### src/rtl/alu_sequencer.sv
// Program sequencer for the accumulator ALU: replays a stored {opcode, operand}
// program one word per clock, then captures the final accumulator and flags.
module alu_sequencer #(
  parameter int WIDTH  = 8,
  parameter int DEPTH  = 16,
  parameter int ADDR_W = 4
) (
  input  logic              clk,
  input  logic              rst_n,
  input  logic              prog_we,
  input  logic [ADDR_W-1:0] prog_addr,
  input  logic [WIDTH+2:0]  prog_data,
  input  logic              start,
  input  logic [ADDR_W:0]   length,
  input  logic              abort,
  output logic [WIDTH-1:0]  alu_in,
  output logic [2:0]        alu_control,
  input  logic [WIDTH-1:0]  alu_accumulator,
  input  logic [3:0]        alu_flags,
  output logic              busy,
  output logic              done,
  output logic [WIDTH-1:0]  result,
  output logic [3:0]        result_flags,
  output logic [ADDR_W:0]   step_count
);

  localparam logic [ADDR_W:0] DEPTH_L = (ADDR_W+1)'(DEPTH);
  localparam logic [ADDR_W:0] ONE     = (ADDR_W+1)'(1);

  typedef enum logic [1:0] {IDLE, RUN, DRAIN, DONE} state_t;

  state_t              state, state_nxt;
  logic [WIDTH+2:0]    mem [DEPTH];
  logic [ADDR_W:0]     pc;
  logic [ADDR_W:0]     run_len;
  logic [ADDR_W:0]     start_len;
  logic                issue;
  logic [ADDR_W-1:0]   issue_addr;
  logic                capture;
  logic                prog_wr;
  logic                launch;

  function automatic logic [ADDR_W:0] clamp_len(input logic [ADDR_W:0] l);
    return (l > DEPTH_L) ? DEPTH_L : l;
  endfunction

  assign start_len = clamp_len(length);
  assign launch    = (state == IDLE) && start;

  always_ff @(posedge clk or negedge rst_n) begin
    if (!rst_n) state <= IDLE;
    else        state <= state_nxt;
  end

  always_comb begin
    state_nxt = state;
    case (state)
      IDLE:    if (start) state_nxt = (start_len != '0) ? RUN : DRAIN;
      RUN: begin
        if (abort)               state_nxt = IDLE;
        else if (pc == run_len)  state_nxt = DRAIN;
      end
      DRAIN:   state_nxt = abort ? IDLE : DONE;
      DONE:    state_nxt = IDLE;
      default: state_nxt = IDLE;
    endcase
  end

  // pc always points at the next word to issue; in IDLE a launch issues word 0
  always_comb begin
    busy       = 1'b0;
    done       = 1'b0;
    issue      = 1'b0;
    issue_addr = '0;
    capture    = 1'b0;
    prog_wr    = 1'b0;
    case (state)
      IDLE: begin
        prog_wr = prog_we;
        issue   = start && (start_len != '0);
      end
      RUN: begin
        busy = 1'b1;
        if (!abort && (pc != run_len)) begin
          issue      = 1'b1;
          issue_addr = pc[ADDR_W-1:0];
        end
      end
      DRAIN: begin
        busy    = 1'b1;
        capture = !abort;
      end
      DONE:    done = 1'b1;
      default: ;
    endcase
  end

  // Issue stage: registered word presented to the ALU, HOLD/0 when idle
  always_ff @(posedge clk or negedge rst_n) begin
    if (!rst_n) begin
      alu_control  <= '0;
      alu_in       <= '0;
      pc           <= '0;
      step_count   <= '0;
      run_len      <= '0;
      result       <= '0;
      result_flags <= '0;
    end else begin
      {alu_control, alu_in} <= issue ? mem[issue_addr] : '0;
      if (launch) begin
        run_len    <= start_len;
        pc         <= (start_len != '0) ? ONE : '0;
        step_count <= (start_len != '0) ? ONE : '0;
      end else if (issue) begin
        pc         <= pc + ONE;
        step_count <= step_count + ONE;
      end
      if (capture) begin
        result       <= alu_accumulator;
        result_flags <= alu_flags;
      end
    end
  end

  // Program store is not reset; mem[0] read by a launch sees the pre-write value
  always_ff @(posedge clk) begin
    if (prog_wr) mem[prog_addr] <= prog_data;
  end

endmodule

### config.mk
export PLATFORM = sky130hd
export DESIGN_NAME = alu_sequencer
export DESIGN_NICKNAME = d
export VERILOG_FILES = /design/src/rtl/alu_sequencer.sv
export SDC_FILE = /design/constraint.sdc
export NUM_CORES = 1
export LEC_CHECK = 0
export BUFFER_PORTS_ARGS = -buffer_cell sky130_fd_sc_hd__buf_2
export CAP_MARGIN = 5
export CORE_UTILIZATION = 25
export DETAILED_ROUTE_END_ITERATION = 6
export PLACE_DENSITY = 0.37
export SKIP_CTS_REPAIR_TIMING = 1
export SYNTH_ARGS = -nofsm -noshare
export SYNTH_HDL_FRONTEND = slang
export SYNTH_SLANG_ARGS = --single-unit
### constraint.sdc
create_clock -name clk -period 3.4 [get_ports clk]
set_input_delay 0.51 -clock clk [delete_from_list [all_inputs] [get_ports clk]]
set_output_delay 0.51 -clock clk [all_outputs]
set_load 0.01 [all_outputs]
==> results of run 1 <==
[cell type report]
class                   count  area share
clock buffers              35      0.0657
inverters                  13     0.00468
flip-flops and latches    216       0.603
multi-input cells         295       0.214
clock inverters            11     0.00756
repair buffers             92      0.0506
well taps                 448      0.0538
[synthesized netlist by cell type (all sizes together), types with 9 or more instances]
cell type | instances | area (sq um)
o32ai | 10 | 87.6
o21ai | 13 | 68.8
o32a | 9 | 90.1
edfxtp | 176 | 5290
nor2b | 13 | 81.3
inv | 13 | 48.8
a211oi | 21 | 170
dfrtp | 40 | 1000
clkbuf | 12 | 45.0
nand2 | 29 | 109
nor2 | 45 | 169
buf | 16 | 85.1
o22ai | 10 | 62.6
mux2 | 25 | 285
a21oi | 18 | 93.8
mux4 | 11 | 248
nor3 | 15 | 75.1
mux2i | 23 | 230
[cells by family after synthesis]
kind of cell / after synthesis / share of synthesized area
flops: 216 / 0.724
simple gates: 126 / 0.0687
compound gates: 90 / 0.0749
mux: 59 / 0.0879
buf+inv: 41 / 0.0206
xor+xnor: 13 / 0.0140
fa+ha+maj: 7 / 0.0101
[critical path: cells and delay by family (launching register included)]
| family | cells | cell delay, ns |
|---|---|---|
| buffers and inverters | 1 | 0.13 |
| AOI/OAI and AO/OA | 3 | 0.94 |
| DFF | 1 | 0.40 |
| and+or+nand+nor | 2 | 0.52 |
| muxes | 1 | 0.33 |
| adders and majority gates | 1 | 0.18 |
[through the flow]
step | area, sq um | instances
finish | 10400 | 1110
global route | 10400 | 1110
global placement | 9650 | 1063
floorplan | 8680 | 552
CTS | 10400 | 1109
detailed placement | 9650 | 1063
[power breakdown]
part           leakage, uW  switching, uW  internal [uW]
logic              0.00123           1170            742
registers          0.00209            156           3100
clock network     0.000370           1070           1410
total              0.00370           2390           5260
[state kept, by name, indices dropped and copies added, names as in the netlist]
signal and flops:
mem 176, alu_in 8, result 8, pc 5, run_len 5, step_count 5, result_flags 4, alu_control 3
state 2
[layer usage]
layer,vias to the layer above,global-route usage,share of wire
met5,-,0,0
met4,0,0.0276,0.019
met3,32,0.0238,0.057
met2,127,0.217,0.47
met1,2552,0.182,0.45
li1,2310,-,-
[worst max-delay path by stage]
stage                     startpoint              to  slack, ns
final                       state[1]  alu_control[1]       0.77
after floorplan             state[0]       mem[0][0]       1.05
after CTS                   state[1]  alu_control[1]       0.78
after global placement         pc[0]  alu_control[1]       0.87
after detailed placement    state[1]  alu_control[1]       0.80
after global routing        state[1]  alu_control[1]       0.60
==> results.md, run 1 <==
- Hold Vio Cnt, Final: 0
- P_leak: 0.00370 uW
- Maximum VDD drop: approximately 0.35 mV
- # nets final: 688
- Worst slack, placed: roughly 0.80 ns
- Crit path cell chain: inv_1 > ha_1 > nor2b_1 > nand2_1 > a21oi_2 > mux2_4 > o311a_1 > a221o_1
- CTS max path bufs: 3
- Register area share after synthesis: 0.724
- Total global routing overflow: 0
- Slew Limit Fails: 0
- Worst-Skew Late Latency: about 0.54 ns
- Reg2reg path depth: 8
- Die Wd: 188 microns
- DIE AREA: about 35000 sq um
- Via Count: 5021
- Final hold slack: 0.219 ns
- Crit path kind: flop to flop
- Synth unique cells: 50
- Core box area: ~34000 sq um
- Synthesized area per cell: 15.7 sq um
- R2R Setup Slk: 0.77 ns
- Tot GR Track Use: 0.132
- Critical Path RT: about 3.8 ns
- Max-Cap Viols: 0
- Post-synthesis cell area: 8680 sq um
- Die Span Y: around 190 microns
- Final WL: 23.2 mm
- Antenna cell count: 0
- Seq cells post-synth: ~220
- Crit path DAT: between 3 and 4 ns
- Via count of the first global-routing pass: 5235
- H-Tree Level Count: 1
- Hold Path Stages: 2
- Port buffer count: 66
- Critical Path Sink Type: flop
- EDFF count, synth: 176
- Pin count of the biggest net entering global routing: 41
- Avg WL per Cell: around 21 microns
- Async set or reset register ratio after synthesis: 0.185
- Rows: 67
- Root Buffer: clkbuf_16
- Commonest cells after routing, fill and taps aside: 176 x edfxtp_1, 66 x buf_2, 45 x nor2_1
- DPL Wire Length: 15.2 mm
- 1st-iter DRT viols: 308
- Hold Path Sink: result_flags[3]
- Min-delay worst type: primary input to flop
- Syn nets: 596
- Ys flop type: edfxtp_1
- Slew @ Worst Pin: around 1.2 ns
- Share of cells above drive strength 1: 0.254
- Initial antenna violation count: 0
- Fmax: 0.380 GHz
- Fin crit period: 2.63 ns
- HP Start: alu_flags[3]
- Power Density: 734 nW/um^2
- FF+latch area: 6290 sq um
- Clock sink count: 216
- Final setup fails: 0
- Area delta synth->final: 20.0%
- FF-to-FF End: alu_control[1]
- Skew final: 0.0187 ns
- Drt first pass iters: 4
- Max-slew headroom: 0.231
- Initial core utilization: 0.256
- Status: complete, no violations
- Gpl congestion: roughly 0.77
- Period utilization: 0.773
- Routed Antenna Nets: 0
- I/O pins: 67
- Remaining DRCs: 0
- Commonest non-fill, non-tap cell in the layout: edfxtp_1
- Finished Core Util: 0.308
- Setup crit start kind: flop
- Yosys Warn Count: 0
- Max Fanout on Critical Path: 5
- FF-to-FF Start: state[1]
- Crit-path max cell delay: approximately 0.40 ns
- Cts bufs inserted: 26
- Setup TNS: 0 ns
- Filler Cells Inserted: 3375
- CTS tree: built
- RSZ-0062 raised after global routing: false
- Gate Count Post-Synth: 552
- Design Power: roughly 7700 uW
- Slowest cell on crit path: dfrtp_1
- Clk slew on worst S/H paths: 0.06 ns
- Multi-input gate area: 2230 sq um
- Vias/cell: about 4.5
- First-pass GRT wire length: 34.5 mm
- Final worst slack: 0.772 ns
(Power assumes the default switching activity.)
==> run 2: changes to the inputs <==
clock period = 2.74 ns   (was 3.4 ns; I/O delays follow)
==> results.md, run 2 (synthesis gave the netlist of run 1 again) <==
- FF-to-FF End: alu_control[1]
- R2R Setup Slk: 0.52 ns
- Skew final: 0.0110 ns
- Clk slew on worst S/H paths: 0.06 ns
- Slew @ Worst Pin: 0.608 ns
- Fin crit period: ~2.2 ns
- Avg WL per Cell: 20.4 microns
- Commonest cells after routing, fill and taps aside: 176 x edfxtp_1, 66 x buf_2, 45 x nor2_1
- Drt first pass iters: 5
- Reg with most FFs: mem
- Pin count of the biggest net entering global routing: 72
- Via Count: roughly 5000
- Slew Limit Fails: 0
- P_leak: 0.00376 uW
- Status: complete, no violations
- Clock sink count: around 220
- Commonest non-fill, non-tap cell in the layout: edfxtp_1
- Initial core utilization: 0.256
- Regs by FF count: mem x176, alu_in x8, result x8
- Die Span Y: 188 microns
- Setup crit start kind: flop
- Met3 Use GR: 0.0292
- Critical Path RT: approximately 3.2 ns
- Met1 Usage GRT: 0.173
- Root Buffer: clkbuf_16
- Crit-path max cell delay: ~0.40 ns
- Final worst slack: 0.520 ns
- Busiest grt layer: met2
- 1st-iter DRT viols: roughly 290
- Power Density: 922 nW/um^2
- Max FFs per register: between 150 and 200
- DIE AREA: between 30000 and 40000 sq um
- I/O pins: 67
- Crit path cell chain: inv_1 > ha_1 > nor2b_1 > nand2_1 > a21oi_2 > mux2_4 > o311a_1 > a221o_1
- Period utilization: 0.810
- Die Wd: 188 microns
- DPL Wire Length: 14.9 mm
- Vias/cell: about 4.5
- Hold Vio Cnt, Final: 0
- CTS tree: built
- # nets final: 691
- Maximum VDD drop: 0.518 mV
- Area delta synth->final: 21.3%
- Initial antenna violation count: 3
- P_int: 6780 uW
- Max-slew headroom: 0.593
- Share of cells above drive strength 1: 0.267
- RSZ-0062 raised after global routing: false
- Crit path DAT: 2.63 ns
- Final setup fails: 0
- Crit path kind: flop to flop
- CTS max path bufs: 3
- Crit path launch: state[1]
- Seq pwr share: 0.416
- Setup TNS: 0 ns
- Rows: 67
- Reg2reg path depth: 8
- H-Tree Level Count: 1
- Max Fanout on Critical Path: 4
- Gate power share: 0.244
- Gpl congestion: approximately 0.75
- Final WL: 22.8 mm
- Tot GR Track Use: 0.130
- Sw frac: 0.302
- Clock network fraction of design power: 0.340
- Routed Antenna Nets: 0
- Via count of the first global-routing pass: 5268
- FF-to-FF Start: state[1]
- Total global routing overflow: 0
- First-pass GRT wire length: 34.1 mm
- Worst slack, placed: 0.468 ns
- Fmax: about 0.45 GHz
- Slowest cell on crit path: dfrtp_1
- Port buffer count: 66
- Min-delay worst type: primary input to flop
- Max-Cap Viols: 0
- Met2 Resource Use GR: 0.215
- Switching Power: approximately 3000 uW
- Critical Path Sink Type: flop
- Remaining DRCs: 0
- Worst-Skew Late Latency: 0.53 ns
- Crit path to: alu_control[1]
- Core box area: 33900 sq um
- Cts bufs inserted: 25
## run 2: worst max-delay path, delay by kind of cell, from the launching register on
kind                       cells  cell delay, ns
DFF                            1            0.40
and+or+nand+nor                2            0.26
AOI/OAI and AO/OA              3            0.83
buffers and inverters          1            0.13
adders and majority gates      1            0.18
muxes                          1            0.32
## run 2: worst min-delay path by stage
stage                             from         endpoint  slack [ns]  depth (start not counted)
after floorplan                  rst_n   alu_control[0]        0.12                          0
after global placement           rst_n    step_count[4]        0.30                          1
after detailed placement         rst_n    step_count[4]        0.31                          1
after CTS                        rst_n            pc[1]       -0.27                          1
after global routing      alu_flags[1]  result_flags[1]         0.1                          2
final                     alu_flags[3]  result_flags[3]        0.12                          2
## run 2: routing by layer
| metal | wire (microns) | share of wire |
|---|---|---|
| met5 | 13 | 0.00057 |
| met4 | 400 | 0.018 |
| met3 | 1300 | 0.057 |
| met2 | 10700 | 0.47 |
| met1 | 10400 | 0.46 |
## run 2: power by group through the flow
stage          Sequential, uW  Clock (uW)  Combinational (uW)
6_report                 4040        3310                2370
3_3_place_gp             4110           0                2420
4_1_cts                  4040        3410                2440
2_1_floorplan            4130           0                1480
3_5_place_dp             4100           0                2430
5_1_grt                  4070        3520                2610
## run 2: metrics by stage
step	instance area, sq um	util	hold slack, ns	std cells	total power (uW)
after floorplan	8680	-	0.115	552	5600
after global placement	9690	0.286	0.301	1067	6530
after detailed placement	9690	0.286	0.306	1067	6530
after CTS	10500	0.311	-0.265	1113	9900
after global routing	10500	0.311	0.0958	1114	10200
final	10500	0.311	0.117	1116	9710
## run 2: area by class of cell
| cell class | instances | area [sq um] |
|---|---|---|
| antenna | 2 | 5.00 |
| timing repair buffer | 96 | 571 |
| tap | 448 | 561 |
| fill | 3419 | 23300 |
| multi-input combinational | 295 | 2230 |
| clock buffer | 35 | 703 |
| inverter | 13 | 48.8 |
| sequential | 216 | 6290 |
| clock inverter | 11 | 120 |
